--- src/rtl/gen_write_controller.sv ---
// Burst write controller: seeds a pattern generator, meters its generate strobes against
// downstream FIFO headroom, and counts the words that actually reach the FIFO.
`timescale 1ns/1ps
module gen_write_controller #(
    parameter int COUNT_W = 32,
    parameter int PAT_W   = 32
) (
    input  logic               clk,
    input  logic               reset,
    input  logic               start,
    input  logic               abort,
    input  logic [PAT_W-1:0]   pattern_in,
    input  logic [COUNT_W-1:0] word_count,
    input  logic               fifo_prog_full,
    input  logic               fifo_full,
    input  logic               gen_valid,
    output logic [PAT_W-1:0]   gen_pattern,
    output logic               gen_reset,
    output logic               gen_enable,
    output logic               busy,
    output logic               done,
    output logic [COUNT_W-1:0] words_written,
    output logic               overflow_err
);

    typedef enum logic [2:0] {
        S_IDLE   = 3'd0,
        S_SEED   = 3'd1,
        S_RUN    = 3'd2,
        S_DRAIN  = 3'd3,
        S_FINISH = 3'd4
    } state_t;

    state_t             state_q;
    logic [PAT_W-1:0]   pattern_q;
    logic [COUNT_W-1:0] remaining_q;
    logic [COUNT_W-1:0] remaining_d;
    logic [COUNT_W-1:0] words_q;
    logic               gen_reset_q;
    logic               gen_enable_q;
    logic               busy_q;
    logic               done_q;
    logic               overflow_q;

    // Words still owed once the strobe issued this cycle is accounted for; the strobe is
    // only ever raised while this is non-zero, so it cannot underflow.
    always_comb begin
        remaining_d = remaining_q - {{(COUNT_W-1){1'b0}}, gen_enable_q};
    end

    always_ff @(posedge clk) begin
        if (reset) begin
            state_q      <= S_IDLE;
            pattern_q    <= '0;
            remaining_q  <= '0;
            words_q      <= '0;
            gen_reset_q  <= 1'b1;
            gen_enable_q <= 1'b0;
            busy_q       <= 1'b0;
            done_q       <= 1'b0;
            overflow_q   <= 1'b0;
        end else begin
            gen_reset_q  <= 1'b0;
            gen_enable_q <= 1'b0;
            done_q       <= 1'b0;
            if (gen_valid && fifo_full) begin
                overflow_q <= 1'b1;
            end
            if (gen_valid && state_q != S_IDLE) begin
                words_q <= words_q + 1'b1;
            end

            if (abort) begin
                state_q <= S_IDLE;
                busy_q  <= 1'b0;
            end else begin
                case (state_q)
                    S_IDLE: begin
                        if (start) begin
                            state_q     <= S_SEED;
                            busy_q      <= 1'b1;
                            pattern_q   <= pattern_in;
                            remaining_q <= word_count;
                            words_q     <= '0;
                            gen_reset_q <= 1'b1;
                            overflow_q  <= gen_valid && fifo_full;
                        end
                    end
                    S_SEED: begin
                        if (remaining_q == '0) begin
                            state_q <= S_FINISH;
                            done_q  <= 1'b1;
                        end else begin
                            state_q      <= S_RUN;
                            gen_enable_q <= !fifo_prog_full;
                        end
                    end
                    S_RUN: begin
                        remaining_q <= remaining_d;
                        if (remaining_d == '0) begin
                            state_q <= S_DRAIN;
                        end else begin
                            gen_enable_q <= !fifo_prog_full;
                        end
                    end
                    // One cycle for the last generated word to land before reporting done.
                    S_DRAIN: begin
                        state_q <= S_FINISH;
                        done_q  <= 1'b1;
                    end
                    S_FINISH: begin
                        state_q <= S_IDLE;
                        busy_q  <= 1'b0;
                    end
                    default: begin
                        state_q <= S_IDLE;
                        busy_q  <= 1'b0;
                    end
                endcase
            end
        end
    end

    assign gen_pattern   = pattern_q;
    assign gen_reset     = gen_reset_q;
    assign gen_enable    = gen_enable_q;
    assign busy          = busy_q;
    assign done          = done_q;
    assign words_written = words_q;
    assign overflow_err  = overflow_q;

endmodule

--- config.mk ---
export PLATFORM = sky130hd
export DESIGN_NAME = gen_write_controller
export DESIGN_NICKNAME = d
export VERILOG_FILES = /design/src/rtl/gen_write_controller.sv
export SDC_FILE = /design/constraint.sdc
export NUM_CORES = 1
export LEC_CHECK = 0
export ABC_AREA = 1
export CAP_MARGIN = 20
export CORE_MARGIN = 4
export CORE_UTILIZATION = 44
export DETAILED_ROUTE_END_ITERATION = 6
export PLACE_DENSITY_LB_ADDON = 0.25
export SYNTH_ARGS = -nofsm -noshare
export SYNTH_HDL_FRONTEND = slang
export SYNTH_SLANG_ARGS = --single-unit
--- constraint.sdc ---
create_clock -name clk -period 1.94 [get_ports clk]
set_input_delay 0.388 -clock clk [delete_from_list [all_inputs] [get_ports clk]]
set_output_delay 0.388 -clock clk [all_outputs]
set_load 0.01 [all_outputs]
# After elaboration in Yosys (flattened, before gate mapping)
# Cells that the tools add are included.
# word_totals
wordCells	56
out_inout_bits	69
inputBits	71
regBits	104
# classes
bitwise_logic	2
add_sub_neg	2
mux	24
reduce_logical	14
eq_ne	5
# op_table
op	count
$mux W32	5
$logic_not A32 Y1	2
$pmux W32 S2	1
$add A32 B1 Y32 const B	1
$sub A32 B1 Y32	1
$pmux W3 S4	1
$mux W1	11
$mux W3	3
$eq A3 B2 Y1 const B	2
$pmux W1 S2	3
$reduce_and A3 Y1	2
$ne A2 B2 Y1 const B	2
$reduce_and A2 Y1	2
$eq A3 B1 Y1 const B	1
$logic_not A3 Y1	1
$reduce_bool A3 Y1	1
$reduce_or A3 Y1	1
$logic_and A1 B1 Y1	2
$not A1 Y1	2
$reduce_bool A2 Y1	1
$reduce_or A2 Y1	1
$logic_not A1 Y1	1

# Depth between registers and ports, before layout
# depth
depth_word	6
ltp_mapped	15
mapped_depth_nobuf	15

# Worst setup path after synthesis
# Ideal clock, no wire load.
# synth_timing
kind	reg-to-reg
from	register gen_enable_q, in the netlist gen_enable
to	register gen_enable_q, in the netlist gen_enable
slack_ps	17
arrival_time_ps	1807
setup_time_ps	116
path_buffers	0
t_required_ps	1824
stages_incl_launch_ff	14
synth_period_minus_slack_ps	1923
cell_sequence	dfxtp_1 -> ha_1 -> ha_1 -> nand2_1 -> nor2_2 -> nand2_1 -> o21ai_1 -> nand2_1 -> nor2_1 -> nand2_1 -> nor2_1 -> nand3_1 -> nand2_1 -> a21oi_1
# synth_between
elab_chain_cells	4
# synth_lines
item	line_no	text
start, declared	40	logic gen_enable_q;
start signal, assigned	95	gen_enable_q <= !fifo_prog_full;
start signal, assigned	103	gen_enable_q <= !fifo_prog_full;
$sub A32 B1 Y32	48	remaining_d = remaining_q - {{(COUNT_W-1){1'b0}}, gen_enable_q};
$logic_not A32 Y1	100	if (remaining_d == '0) begin
$mux W1	100	
$pmux W1 S2	77	case (state_q)
# No other way between the ends.
# A chain may end at the register's enable or synchronous reset.

# Final worst setup path
# layout_timing
from	register remaining_q[0]
to	register gen_enable_q, in the netlist gen_enable
# layout_between
elab_chain_cells	4
elab_cells_between_ends	6
classes_between	add/sub: 1; mux: 3; reduce/logical: 2
# layout_lines
item	line_no	text
start, declared	36	logic [COUNT_W-1:0] remaining_q;
start signal, assigned	83	remaining_q <= word_count;
start signal, assigned	99	remaining_q <= remaining_d;
$sub A32 B1 Y32	48	
$logic_not A32 Y1	100	
$mux W1	100	
$pmux W1 S2 *	77	
# Mark *: on every way between the ends. The rest lies on a longest branch, timed or not.

==> reports/qor.yml <==
die:
  die_x_um: 118
  design.die.area_sq_um: 13900
  start_util_pct: 45.7
  coreArea_sq_um: 11700
  fp.dieH_um: 118
  io_pins: 140
  rows: 39
cells_and_area:
  most-common-layout-cells: "sky130_fd_sc_hd__nand2_1, sky130_fd_sc_hd__nor2_1, sky130_fd_sc_hd__clkdlybuf4s50_1"
  mostFrequentLayoutCell: "sky130_fd_sc_hd__nand2_1"
  final_util_pct: 69.6
  nFillCells: 974
  nNetsFinal: 1092
  design_area_sq_um: 8110
  area.growth.synth_to_final_pct: 52.1
  post_route_cells_drive_above_1_share_pct: 17.4
  insertedDiodeCount: 0
  finish.cell_count_without_fillers: 1166
global_routing:
  globalRouteOverflowTotal: 0
  grt_first_pass_wirelength_um: 26700
  pin_count_of_the_biggest_net_entering_global_routing: 38
  grt_usage_pct: 22.8
  grt_pass1_vias: 5821
  initial_antenna_violation_count: 0
clocking:
  cts_tree: "yes"
  root_buffer: "sky130_fd_sc_hd__clkbuf_16"
  max-clock-path-buffers: 2
  h-tree-depth: 3
  numCtsBuffers: 9
  hold_buffers: 0
  clock_latency_ps: 350
  clkSlewWorstSetupHoldPaths_ps: 80
  tritoncts_num_sinks: 104
placement:
  post_dp_cell_area_sq_um: 7460
  buffer_ports.inserted: 139
  place_worst_setup_slack_ps: -194
  placed_cells: 1142
  post-dp-hpwl_um: 11900
  gp_congestion: 0.949
drt:
  via_count: 6049
  drt_pass1_iterations: 5
  drt-initial-drc-count: 358
  drtAntennaViolNets: 0
  wirelength_um: 16700
  drt_wl_cell_um: 14.3
  drcViolationCount: 0
  viasPerCell: 5.19
synthesis:
  syn-instance-count: 810
  synth-seq-cells: 104
  yosys_warnings: 0
  post_synthesis_cell_area_sq_um: 5330
  avgSynthCellArea_sq_um: 6.59
  ys_seq_area_share_pct: 39.0
  synth_cell_types: 36
  synth_nets: 884
timing:
  final.hold.worst_slack_ps: 411
  timing.slew.headroom_pct: 61.4
  timing.final.max_slew_violations: 0
  worstMarginPinSlew_ps: 579
  tns_ps: -43.5
  report.final.hold_viol_count: 0
  fmax_ghz: 0.504
  fin_worst_skew_ps: 5.29
  layout_worst_path_cycle_share_pct: 102
  grt_setup_unrepaired: "true"
  timing.final.crit_period_ps: 1980
  setup_violations_final: 1
  timing.final.ws_setup_ps: -43.5
setup_path:
  regToRegStartpoint: "remaining_q[0]$_SDFFE_PP0P_"
  timing_worst_setup_path_type: "register to register"
  worst_ep_arrival_ps: 2230
  critical_path.endpoint: "gen_enable$_SDFF_PP0_"
  crit_path_max_fanout: 5
  reg2regPathDepth: 15
  worst_setup_path_end_kind: "register"
  crit_required_ps: 2180
  setup.worst_path.start_class: "register"
  worst_setup_path_startpoint: "remaining_q[0]$_SDFFE_PP0P_"
  rr_endpoint: "gen_enable$_SDFF_PP0_"
  worst-r2r-setup-slack_ps: -40
pwr:
  cellPowerDensity_nw_per_um2: 675
  peakVddDrop_uv: 590
  totalPowerFinal_mw: 5.47
  power.leakage_nw: 3.34
worst_hold_path:
  worst_hold_path_cells: 2
  timing.hold.worst.class: "primary input to register"
status:
  violations: "negative setup slack"
  outcome: "finished with violations"
job:
  max_cap_viol_count: 0
-- what timing repair did --
| item | 4_1_cts | 5_1_grt |
|---|---|---|
| buffers inserted | 3 | 6 |
| gates resized for setup | 30 | 50 |
| setup endpoints to repair | 5 | 17 |
| pin swaps | 18 | 24 |
-- synth_stat cells (all sizes together) --
cell type	n	area share (%)
a32o	1	0.19
xor2	4	0.66
o21ai	54	5.1
or3	1	0.12
inv	72	5.1
nor4	5	0.59
a311oi	1	0.16
dfxtp	104	39
clkinv	2	0.14
nand4	12	1.4
ha	3	0.70
nor3b	2	0.28
a221oi	28	4.6
nand2	187	13
or2	2	0.23
nor2	186	14
nor3	16	1.8
o221ai	1	0.16
a211oi	6	0.84
nand3	32	3.1
o21a	4	0.56
a31oi	3	0.35
xnor2	4	0.66
clkbuf	23	1.6
a21oi	53	5.0
buf	4	0.38
-- logic make-up after synthesis --
kind of cell,after synthesis,share of synthesized area [%]
xor+xnor,8,1.31
simple gates,443,34.8
fa+ha+maj,3,0.704
compound gates,151,16.9
flops,104,39.0
buf+inv,101,7.20
-- worst min-delay path by stage --
stage / from / to
6_report: gen_valid / overflow_err$_SDFF_PP0_
3_3_place_gp: words_written[31]$_SDFF_PP0_ / words_written[31]$_SDFF_PP0_
3_5_place_dp: words_written[31]$_SDFF_PP0_ / words_written[31]$_SDFF_PP0_
5_1_grt: gen_valid / overflow_err$_SDFF_PP0_
2_1_floorplan: remaining_q[0]$_SDFFE_PP0P_ / remaining_q[0]$_SDFFE_PP0P_
4_1_cts: words_written[31]$_SDFF_PP0_ / words_written[31]$_SDFF_PP0_
-- state kept, by name (all words and copies together) (netlist names), 3 cells and up --
name,cells
state_q,3
words_written,32
remaining_q,32
gen_pattern,32
-- critical path: stages, from the launching register on --
cell and delay, ps:
sky130_fd_sc_hd__dfxtp_2 320, sky130_fd_sc_hd__inv_2 60, sky130_fd_sc_hd__ha_4 150, sky130_fd_sc_hd__buf_6 100, sky130_fd_sc_hd__nand2_4 60, sky130_fd_sc_hd__nor2_4 210
sky130_fd_sc_hd__buf_6 160, sky130_fd_sc_hd__nand2_4 70, sky130_fd_sc_hd__o21ai_2 110, sky130_fd_sc_hd__nand2_1 90, sky130_fd_sc_hd__nor2_2 130, sky130_fd_sc_hd__nand2_2 70
sky130_fd_sc_hd__nor2_2 110, sky130_fd_sc_hd__nand3_2 90, sky130_fd_sc_hd__nand2_1 80, sky130_fd_sc_hd__a21oi_1 60
-- layer usage --
| metal | up-vias | GRT usage, % | routed length (um) |
|---|---|---|---|
| met2 | 179 | 38.9 | 7980 |
| met4 | 0 | 8.35 | 447 |
| met5 | - | 0 | 0 |
| met1 | 2743 | 27.1 | 7110 |
| met3 | 31 | 6.87 | 1180 |
| li1 | 3096 | - | - |
-- layout make-up --
class                   count  area, sq um  area share (%)
repair buffers            224         2120            26.2
flip-flops and latches    104         2090            25.7
well taps                 143          179            2.21
inverters                  74          278            3.42
clock inverters             6         85.1            1.05
multi-input cells         605         3130            38.6
clock buffers              10          229            2.82
-- power by group --
| part | internal (mW) | total (mW) | switching (mW) |
|---|---|---|---|
| Combinational | 0.570 | 1.21 | 0.643 |
| Clock | 1.04 | 1.93 | 0.889 |
| Sequential | 2.25 | 2.33 | 0.0862 |
Power figures use the tool's default switching activity.
